[src/rtl/road_sensor_conditioner.sv]
// ---------------------------------------------------------------------------
// road_sensor_conditioner
//
// Purpose:
//   Front end for the traffic light controller's secondary-road sensor.
//   It turns the raw, asynchronous vehicle sensor into a clean request that
//   is held until the controller grants secondary green. The path is:
//     raw sensor -> 2-flop synchronizer -> debounce filter
//     -> presence qualification FSM -> sticky request
//
// Parameters:
//   DEBOUNCE_CYCLES  consecutive disagreeing synced samples needed before
//                    sensorDebounced flips (>= 1)
//   PRESENCE_CYCLES  cycles sensorDebounced must stay high before a request
//                    is raised (>= 1)
//
// Ports:
//   clk                  in   system clock (10 MHz)
//   reset                in   synchronous, active-high reset
//   secondaryRoadSensor  in   raw asynchronous vehicle sensor
//   secondaryGreen       in   grant from controller (secondary green lamp)
//   sensorDebounced      out  filtered sensor level
//   vehicleRequest       out  qualified, held request to the controller
//   vehicleCount[15:0]   out  qualified-vehicle count, saturating
//                             (present only with SENSOR_STATS_EN defined)
//
// Build option:
//   SENSOR_STATS_EN  when defined, adds the vehicleCount port and counter.
// ---------------------------------------------------------------------------
module road_sensor_conditioner #(
  parameter int DEBOUNCE_CYCLES = 100000,
  parameter int PRESENCE_CYCLES = 10000000
) (
  input  logic        clk,
  input  logic        reset,
  input  logic        secondaryRoadSensor,
  input  logic        secondaryGreen,
  output logic        sensorDebounced,
  output logic        vehicleRequest
`ifdef SENSOR_STATS_EN
  ,
  output logic [15:0] vehicleCount
`endif
);

  localparam int DW = $clog2(DEBOUNCE_CYCLES + 1);
  localparam int PW = $clog2(PRESENCE_CYCLES + 1);

  localparam logic [DW-1:0] DEB_LAST = DW'(DEBOUNCE_CYCLES - 1);
  localparam logic [DW-1:0] DEB_ONE  = DW'(1);
  localparam logic [PW-1:0] PRES_MAX = PW'(PRESENCE_CYCLES);
  localparam logic [PW-1:0] PRES_ONE = PW'(1);

  typedef enum logic [1:0] {
    IDLE,
    QUALIFY,
    REQUEST,
    SERVED
  } state_t;

  // -------------------------------------------------------------------------
  // Synchronizer and debounce filter
  // -------------------------------------------------------------------------
  logic          s1_q, s1_d;
  logic          s2_q, s2_d;
  logic [DW-1:0] deb_cnt_q, deb_cnt_d;
  logic          deb_q, deb_d;

  // The counter only runs while the synced sample disagrees with the
  // filtered level; any agreeing sample restarts it. The flip happens on the
  // edge where the count would reach DEBOUNCE_CYCLES, so comparing against
  // DEBOUNCE_CYCLES-1 keeps the counter from ever holding that value.
  always_comb begin
    s1_d      = secondaryRoadSensor;
    s2_d      = s1_q;
    deb_d     = deb_q;
    deb_cnt_d = deb_cnt_q;
    if (s2_q == deb_q) begin
      deb_cnt_d = '0;
    end else if (deb_cnt_q == DEB_LAST) begin
      deb_d     = s2_q;
      deb_cnt_d = '0;
    end else begin
      deb_cnt_d = deb_cnt_q + DEB_ONE;
    end
  end

  always_ff @(posedge clk) begin
    if (reset) begin
      s1_q      <= 1'b0;
      s2_q      <= 1'b0;
      deb_cnt_q <= '0;
      deb_q     <= 1'b0;
    end else begin
      s1_q      <= s1_d;
      s2_q      <= s2_d;
      deb_cnt_q <= deb_cnt_d;
      deb_q     <= deb_d;
    end
  end

  assign sensorDebounced = deb_q;

  // -------------------------------------------------------------------------
  // Presence qualification FSM
  // -------------------------------------------------------------------------
  state_t        state_q, state_d;
  logic [PW-1:0] pc_q, pc_d;
  logic          req_q, req_d;

  // Next-state logic. pc counts cycles of debounced presence; it is loaded
  // with 1 on entry to QUALIFY so that REQUEST is reached exactly
  // PRESENCE_CYCLES+1 edges after sensorDebounced rises. REQUEST is sticky
  // against the sensor: once qualified, the vehicle has been seen.
  always_comb begin
    state_d = state_q;
    pc_d    = pc_q;
    case (state_q)
      IDLE: begin
        if (deb_q) begin
          state_d = QUALIFY;
          pc_d    = PRES_ONE;
        end
      end
      QUALIFY: begin
        if (!deb_q) begin
          state_d = IDLE;
          pc_d    = '0;
        end else if (pc_q == PRES_MAX) begin
          state_d = REQUEST;
          pc_d    = '0;
        end else begin
          pc_d = pc_q + PRES_ONE;
        end
      end
      REQUEST: begin
        if (secondaryGreen) begin
          state_d = SERVED;
        end
      end
      SERVED: begin
        // A vehicle still present after green ends must requalify.
        if (!secondaryGreen) begin
          if (deb_q) begin
            state_d = QUALIFY;
            pc_d    = PRES_ONE;
          end else begin
            state_d = IDLE;
            pc_d    = '0;
          end
        end
      end
      default: begin
        state_d = IDLE;
        pc_d    = '0;
      end
    endcase
  end

  // Output logic. The request is registered from the next state so it
  // changes on the same edge as the state and is glitch-free.
  always_comb begin
    req_d = (state_d == REQUEST);
  end

`ifdef SENSOR_STATS_EN
  logic [15:0] count_q, count_d;

  // Count each completed qualification, saturating instead of wrapping.
  always_comb begin
    count_d = count_q;
    if ((state_q == QUALIFY) && (state_d == REQUEST) && (count_q != 16'hFFFF)) begin
      count_d = count_q + 16'd1;
    end
  end

  always_ff @(posedge clk) begin
    if (reset) begin
      count_q <= 16'd0;
    end else begin
      count_q <= count_d;
    end
  end

  assign vehicleCount = count_q;
`endif

  // State register.
  always_ff @(posedge clk) begin
    if (reset) begin
      state_q <= IDLE;
      pc_q    <= '0;
      req_q   <= 1'b0;
    end else begin
      state_q <= state_d;
      pc_q    <= pc_d;
      req_q   <= req_d;
    end
  end

  assign vehicleRequest = req_q;

endmodule

[config.mk]
export PLATFORM = sky130hd
export DESIGN_NAME = road_sensor_conditioner
export DESIGN_NICKNAME = d
export VERILOG_FILES = /design/src/rtl/road_sensor_conditioner.sv
export SDC_FILE = /design/constraint.sdc
export NUM_CORES = 1
export LEC_CHECK = 0
export CAP_MARGIN = 20
export CORE_UTILIZATION = 60
export DETAILED_ROUTE_END_ITERATION = 6
export GPL_ROUTABILITY_DRIVEN = 0
export MAX_ROUTING_LAYER = met4
export PLACE_DENSITY = 0.78
export SKIP_LAST_GASP = 1
export SYNTH_ARGS = -nofsm -noshare
export SYNTH_HDL_FRONTEND = slang
export SYNTH_SLANG_ARGS = --single-unit
export TNS_END_PERCENT = 100
[constraint.sdc]
create_clock -name clk -period 4.4 [get_ports clk]
set_clock_uncertainty 0.1 [all_clocks]
set_input_delay 1.1 -clock clk [delete_from_list [all_inputs] [get_ports clk]]
set_output_delay 1.1 -clock clk [all_outputs]
set_load 0.01 [all_outputs]
# [Yosys cells after proc, flatten, opt, wreduce, memory -nomap -nowiden]
# Index checks and enable logic that the tools add are counted.
[totals] in_bits=4 elab_cells=37 reg_bits=47 out_inout_bits=2
[classes] mux=13 eq_ne=9 reduce_logical=5 bitwise=1 add_sub_neg=2
[op_table] cell="24-bit two-way mux" n=4
[op_table] cell="24-bit one-hot mux with 3 select lines" n=1
[op_table] cell="24-bit by 1-bit adder with 24-bit output, second input constant" n=1
[op_table] cell="24-bit == test, second input constant" n=1
[op_table] cell="17-bit by 1-bit adder with 17-bit output, second input constant" n=1
[op_table] cell="17-bit == test, second input constant" n=1
[op_table] cell="2-bit two-way mux" n=5
[op_table] cell="2-bit one-hot mux with 4 select lines" n=1
[op_table] cell="2-bit == test, second input constant" n=3
[op_table] cell="2-bit != test, second input constant" n=2
[op_table] cell="3-bit AND reduction" n=1
[op_table] cell="3-bit nonzero test" n=1
[op_table] cell="3-bit OR reduction" n=1
[op_table] cell="2-bit by 1-bit == test with 1-bit output, second input constant" n=1
[op_table] cell="2-bit zero test" n=1
[op_table] cell="1-bit two-way mux" n=2
[op_table] cell="2-bit AND reduction" n=1
[op_table] cell="1-bit == test" n=1
[op_table] cell="1-bit NOT" n=1

# [Depth between registers and ports, before layout]
# Gate-level depths: netlist of run 1.
[depth] word_depth=5 mapped_depth=7 mapped_depth_nobuf=6

# [Worst setup path after synthesis of run 1]
# OpenSTA, ideal clock, no wires.
[synth_timing] kind="input to register" start="input secondaryGreen" end="register pc_q[15]" setup_slack_ns=1.896 t_required_ns=4.185 arrival_ns=2.289 setup_time_ns=0.115 path_buffers=0 path_stages=5 path_cell_list="a21bo_2 -> a2111oi_0 -> nand4_1 -> xnor2_1 -> nor2_1"
[synth_via] elab_chain_cells=2
[synth_lines] item="from (decl)" line_no="37" source="input logic secondaryGreen,"
[synth_lines] item="2-bit != test (no source line)"
[synth_lines] item="3-bit AND reduction (no source line)"
[synth_lines] item="to (signal assigned)" line_no="196" source="pc_q <= pc_d;"
[synth_lines] item="to (decl)" line_no="108" source="logic [PW-1:0] pc_q, pc_d;"
# No other way between the ends.
# A chain may end at the register's enable or synchronous reset.

# [Final worst setup path of run 1]
# Same ends and word-level chain as after synthesis.

==> metrics.txt, run 1 <==
status finished clean; DR vias/cell around 5.8; post-synthesis mux area share less than 1%; #FFs+latches synth 47; Mapped Avg Cell Area roughly 8.5 µm²; kind of critical path primary input to flop; Slew Viols, Final 0; port bufs 5; origin of the worst setup path secondaryGreen; initial DRC count 116; CP Data Required Time 4.49 ns; Synth Cell Area 2333 µm²; CTS root buf clkbuf_8; compound-gate portion of the synthesized area 11.80%; Critical Path Source Type primary input; Setup Fix Bufs, Post-CTS 0; Die ar. 4143 µm²; gr ovfl total 0; Final Critical Period about 2.9 ns; Sw Share 20.41%; simple-gate portion of the synthesized area 31.42%; Hold Crit Depth 1; Hold Path Origin s1_q; R2R depth 5; first-pass GRT wire length approximately 7.9 mm; I/O Pins 6; Num CTS Buffers 5; r2r startpoint pc_q[4]; number of setup violations in the final report 0; RSZ-0062 raised after global routing no; vias in the first global route around 1800; Synth Instances 273; Sw Pwr 147.2 µW; commonest non-fill, non-tap cell in the layout dfxtp_1; clock network fraction of design power 39.0%; sequential area share after synthesis between 40% and 50%; internal power roughly 570 µW; fmax roughly 340 MHz; hold slack 0.3512 ns; CTS clk-pin slew, worst paths about 0.090 ns; main combinational cell family by area after synthesis simple AND/OR/NAND/NOR gates; largest net degree at the start of global routing 20; routed length per instance 13.94 µm; Synth Warn # 0; CTS tree yes; Starting Density 63.26%; maximum vdd drop 0.0002073 V; routed wire length approximately 4.5 mm; Rows 22; reg-to-reg endpoint pc_q[10]; fin crit share between 60% and 70%; hold endpoint s2_q; pwr dens 288.9 nW/µm²; clk_lat worst skew between 0.2 and 0.3 ns; worst-case clock buffer depth 2; Synth Flop Type dfxtp_1; final hold violation count 0; Logic pwr share between 1.5 and 2%; layout cells sized above 1 9.025%; Final #Nets approximately 280; DIE HEIGHT around 64 µm; Yosys cell types 49; crit-path max FO 5; post-detail-place hpwl between 3 and 4 mm; total track usage between 20% and 30%; R2R Setup Slk 1.74 ns; crit end category flop; 1st-pass router iterations 4; Post-Synth XOR/XNOR Area approximately a tenth; commonest cells after routing, fill and taps aside dfxtp_1 (47), nor2_1 (35), nand3_1 (29); CTS Hold Bufs 0; Die Span X 64.37 µm; max_slew headroom about two fifths; ANT nets after route 0; total inserted antenna cells 0; Worst-Margin Slew about 0.91 ns; ys async rst share 0%; Vias around 1900; cts repair resizes 0; worst endpoint data arrival time just over 3 ns; max cap viols 0; CTS H-tree depth 2; synthesis-to-finish area growth 6.970%; Post-synth EDFFs 0; Syn Nets 280; Core Area 3689 µm²; Synth Area in Adders ~1.6%; leak pwr between 0.0007 and 0.0008 µW; Post-route DRC 0; Reg power frac a little under 60%; Total Neg Setup Slack 0 ns; worst min path class flop to flop; initial antenna violation count 0; clk sinks 47
area by class of cell:
type,count,area [µm²]
multi-input cells,204,1292
repair buffers,6,57.56
clock buffers,8,100.1
well taps,48,60.06
flip-flops and latches,47,940.9
inverters,12,45.04
fillers,325,1192
worst max path at each step:
stage | end | slack, ns | cells past startpoint
6_report | pc_q[15] | 1.47 | 6
2_1_floorplan | pc_q[15] | 1.90 | 5
3_3_place_gp | pc_q[20] | 1.23 | 6
3_5_place_dp | pc_q[15] | 1.19 | 6
4_1_cts | pc_q[15] | 1.50 | 6
5_1_grt | pc_q[15] | 1.29 | 6
power by group through the flow:
stage               clock network (µW)  logic, µW  registers (µW)
floorplan                            0       9.01             437
global placement                     0       13.1             437
detailed placement                   0       13.3             437
CTS                                288       13.3             427
global route                       305       14.8             427
finish                             281       13.2             427
cell usage after synthesis, drive strengths merged (2+ instances only):
| cell | n | area, µm² |
|---|---|---|
| dfxtp | 47 | 940.9 |
| nor2 | 35 | 131.4 |
| nand3 | 29 | 145.1 |
| nand2 | 21 | 78.83 |
| xor2 | 20 | 175.2 |
| inv | 12 | 45.04 |
| a21oi | 11 | 62.56 |
| nand4 | 11 | 68.82 |
| or3 | 7 | 50.05 |
| xnor2 | 7 | 61.31 |
| buf | 5 | 36.28 |
| clkbuf | 5 | 18.77 |
| and3 | 4 | 25.02 |
| nor2b | 4 | 25.02 |
| nor4 | 4 | 37.53 |
| o21ai | 4 | 20.02 |
| or4 | 4 | 33.79 |
| a211oi | 3 | 27.52 |
| a31o | 3 | 26.28 |
| ha | 3 | 37.54 |
| nand2b | 3 | 18.77 |
| nor3 | 3 | 15.01 |
| nor4bb | 3 | 30.03 |
| o221ai | 3 | 26.28 |
| or2 | 3 | 18.77 |
| and2 | 2 | 12.51 |
| and4 | 2 | 17.52 |
| nor4b | 2 | 17.52 |
flip-flops by register name, summed over array words and instances, names as in the netlist:
| name | count |
|---|---|
| vehicleRequest | 1 |
| s1_q | 1 |
| state_q | 2 |
| deb_cnt_q | 17 |
| pc_q | 24 |
| sensorDebounced | 1 |
| s2_q | 1 |
metal layers:
metal	wire length (µm)	track usage, %
met1	2265	33.92
met2	2035	38.42
met3	195	4.286
met4	37	6.944
met5	0	-
logic make-up after synthesis:
logic type | Yosys count
DFF | 47
xor gates and xnor gates | 27
and+or+nand+nor | 138
AOI/OAI and AO/OA | 35
buffers and inverters | 22
adders and majority gates | 3
muxes | 1
critical path, cell delays in order:
cell             delay [ns]
clkdlybuf4s50_1        0.46
a21bo_2                0.28
a2111oi_0              0.75
nand4_1                0.20
xnor2_1                0.18
nor2_1                 0.05
stage by stage:
stage | instances | total power (µW) | util [%] | setup slack (ns) | cell area (µm²)
floorplan | 273 | 445.5 | - | 1.896 | 2333
global placement | 317 | 449.8 | 64.96 | 1.232 | 2396
detailed placement | 317 | 450.0 | 64.96 | 1.194 | 2396
CTS | 325 | 727.4 | 67.67 | 1.503 | 2496
global route | 325 | 746.2 | 67.67 | 1.292 | 2496
finish | 325 | 721.2 | 67.67 | 1.469 | 2496
Note: power is estimated with default switching activity, not from simulation.
==> inputs of run 2 (changes only) <==
==> constraint.sdc (replaced) <==
create_clock -name clk -period 3 [get_ports clk]
set_clock_uncertainty 0.1 [all_clocks]
set_input_delay 0.75 -clock clk [delete_from_list [all_inputs] [get_ports clk]]
set_output_delay 0.75 -clock clk [all_outputs]
set_load 0.01 [all_outputs]
==> run 2 against run 1 <==
Net effect:
- count of clock-buffer cells in the layout is 2 lower
- clock power is 69% higher
- global-route usage is 0.91 points higher
- core utilization is 1.5 points higher
- die area stayed put
- flip-flop and latch count stayed put
- total power is 56% higher
- first-iteration DRC count is 87% higher
- sequential power is 47% higher
- critical path depth stayed put
- worst setup slack worse by 0.90 ns
- largest cell class unchanged
- largest power group unchanged
==> metrics.txt, run 2 (synthesis gave the netlist of run 1 again) <==
crit-path max FO 11 (+6); largest net degree at the start of global routing 16 (-20%); CP peak stage delay 0.53 ns (-0.22 ns); layout cells sized above 1 10.99% (+2.0 points); Final Critical Period 2.433 ns; hold slack 0.3653 ns (+0.01401 ns); routed wire length 4.735 mm (+4.5%); vias in the first global route 1702 (-3.5%); I/O Pins 6 (unchanged); Die Span X 64.37 µm (unchanged); Final #Nets 288 (+1.8%); post-detail-place hpwl 3.315 mm (+4.5%); kind of critical path flop to flop; Post-route DRC 0 (unchanged); Critical Path Source Type flop; biggest regs pc_q: 24 flops, deb_cnt_q: 17 flops, state_q: 2 flops; CTS clk-pin slew, worst paths 0.09 ns (about the same); leak pwr 0.0008075 µW (+4.5%); ANT nets after route 0 (unchanged); Die ar. 4143 µm² (unchanged); Starting Density 63.26% (unchanged); 1st-pass router iterations 5 (+1); number of setup violations in the final report 0 (unchanged); CTS tree yes; DIE HEIGHT 64.37 µm (unchanged); maximum vdd drop 0.0003254 V (+57%); Crit-path slowest cell or4_1; clk sinks 47 (unchanged); total track usage 25.98% (+0.91 points); first-pass GRT wire length 8.121 mm (+2.3%); register with the most flip-flops pc_q; worst-case clock buffer depth 2 (unchanged); CTS H-tree depth 2 (unchanged); commonest non-fill, non-tap cell in the layout dfxtp_1; Core Area 3689 µm² (unchanged); dpl cells 322 (+1.6%); CP cell instances or4_1 > or3_4 > o311ai_4 > buf_4 > a211oi_2 > a31o_1; DR vias/cell 5.833 (about the same); max reg flops 24 (unchanged); routed length per instance 14.35 µm (+2.9%); initial antenna violation count 0 (unchanged); clk_lat worst skew 0.30 ns (about the same); pwr dens 439.8 nW/µm² (+52%); gr ovfl total 0 (unchanged); Slew Viols, Final 0 (unchanged); port bufs 5 (unchanged); worst min path class flop to flop; max cap viols 0 (unchanged); total inserted antenna cells 0 (unchanged); status finished clean; Total Neg Setup Slack 0 ns (unchanged); Rows 22 (unchanged); final hold violation count 0 (unchanged); CTS Hold Bufs 0 (unchanged); fmax slightly above 400 MHz; worst endpoint data arrival time 2.52 ns (-0.50 ns); Vias 1925 (+1.6%); synthesis-to-finish area growth 9.330%; fin crit share 81.10%; Num CTS Buffers 5 (unchanged); cts repair resizes 0 (unchanged); Final Non-Filler Cells 330 (+1.5%); CP Data Required Time 3.09 ns (-1.40 ns); initial DRC count 217 (+87%); crit end category flop; Setup Fix Bufs, Post-CTS 0 (unchanged); max_slew headroom 55.27% (+16 points); RSZ-0062 raised after global routing no; commonest cells after routing, fill and taps aside dfxtp_1 (47), nor2_1 (35), nand3_1 (29); Worst-Margin Slew 0.6654 ns (-0.2426 ns); CTS root buf clkbuf_8
==> run 2: cell types whose count changed in the layout (fill, tap and decap cells not counted) <==
cell / before / now
clkinv_2: 0 / 1
buf_4: 1 / 6
bufinv_16: 0 / 1
clkbuf_8: 7 / 6
clkbuf_1: 1 / 0
==> run 2: worst paths after layout <==
path           start      end  slack (ns)  cells past startpoint
min             s1_q     s2_q        0.37                      1
max          pc_q[4]  pc_q[2]        0.57                      6
min reg2reg     s1_q     s2_q        0.37                      1
max reg2reg  pc_q[4]  pc_q[2]        0.57                      6
==> run 2: worst max-delay path, delay by kind of cell (launching register included) <==
family | cells | cell delay (ns)
AOI/OAI and AO/OA | 3 | 0.73
buffers and inverters | 1 | 0.25
DFF | 1 | 0.36
and+or+nand+nor | 2 | 0.89
==> run 2: final cells by class <==
| cell class | instances | area (µm²) |
|---|---|---|
| Multi-Input combinational cell | 204 | 1292 |
| Fill cell | 300 | 1137 |
| Sequential cell | 47 | 940.9 |
| Timing Repair Buffer | 11 | 95.09 |
| Clock buffer | 6 | 82.58 |
| Tap cell | 48 | 60.06 |
| Inverter | 12 | 45.04 |
| Clock inverter | 2 | 35.03 |
==> run 2: through the flow <==
| step | utilization, % | power, µW | setup WS [ns] | area [µm²] |
|---|---|---|---|---|
| floorplan | - | 653.4 | 0.8464 | 2333 |
| global placement | 65.98 | 661.0 | 0.4366 | 2434 |
| detailed placement | 65.98 | 660.9 | 0.3996 | 2434 |
| CTS | 69.17 | 1128 | 0.5665 | 2551 |
| global route | 69.17 | 1160 | 0.4615 | 2551 |
| finish | 69.17 | 1122 | 0.5669 | 2551 |
==> run 2: per-layer routing <==
layer  vias to the layer above  GRT usage [%]  wire, µm
met5                         -              -         0
met4                         0          8.333        62
met3                         6          4.286       187
met2                        45          38.68      2152
met1                       890          35.71      2332
li1                        984              -         -
==> run 2: report_power, final <==
group | internal, µW | switching, µW | total, µW
clock network | 270 | 206 | 476
logic | 7.38 | 13.3 | 20.7
registers | 625 | 0.887 | 626
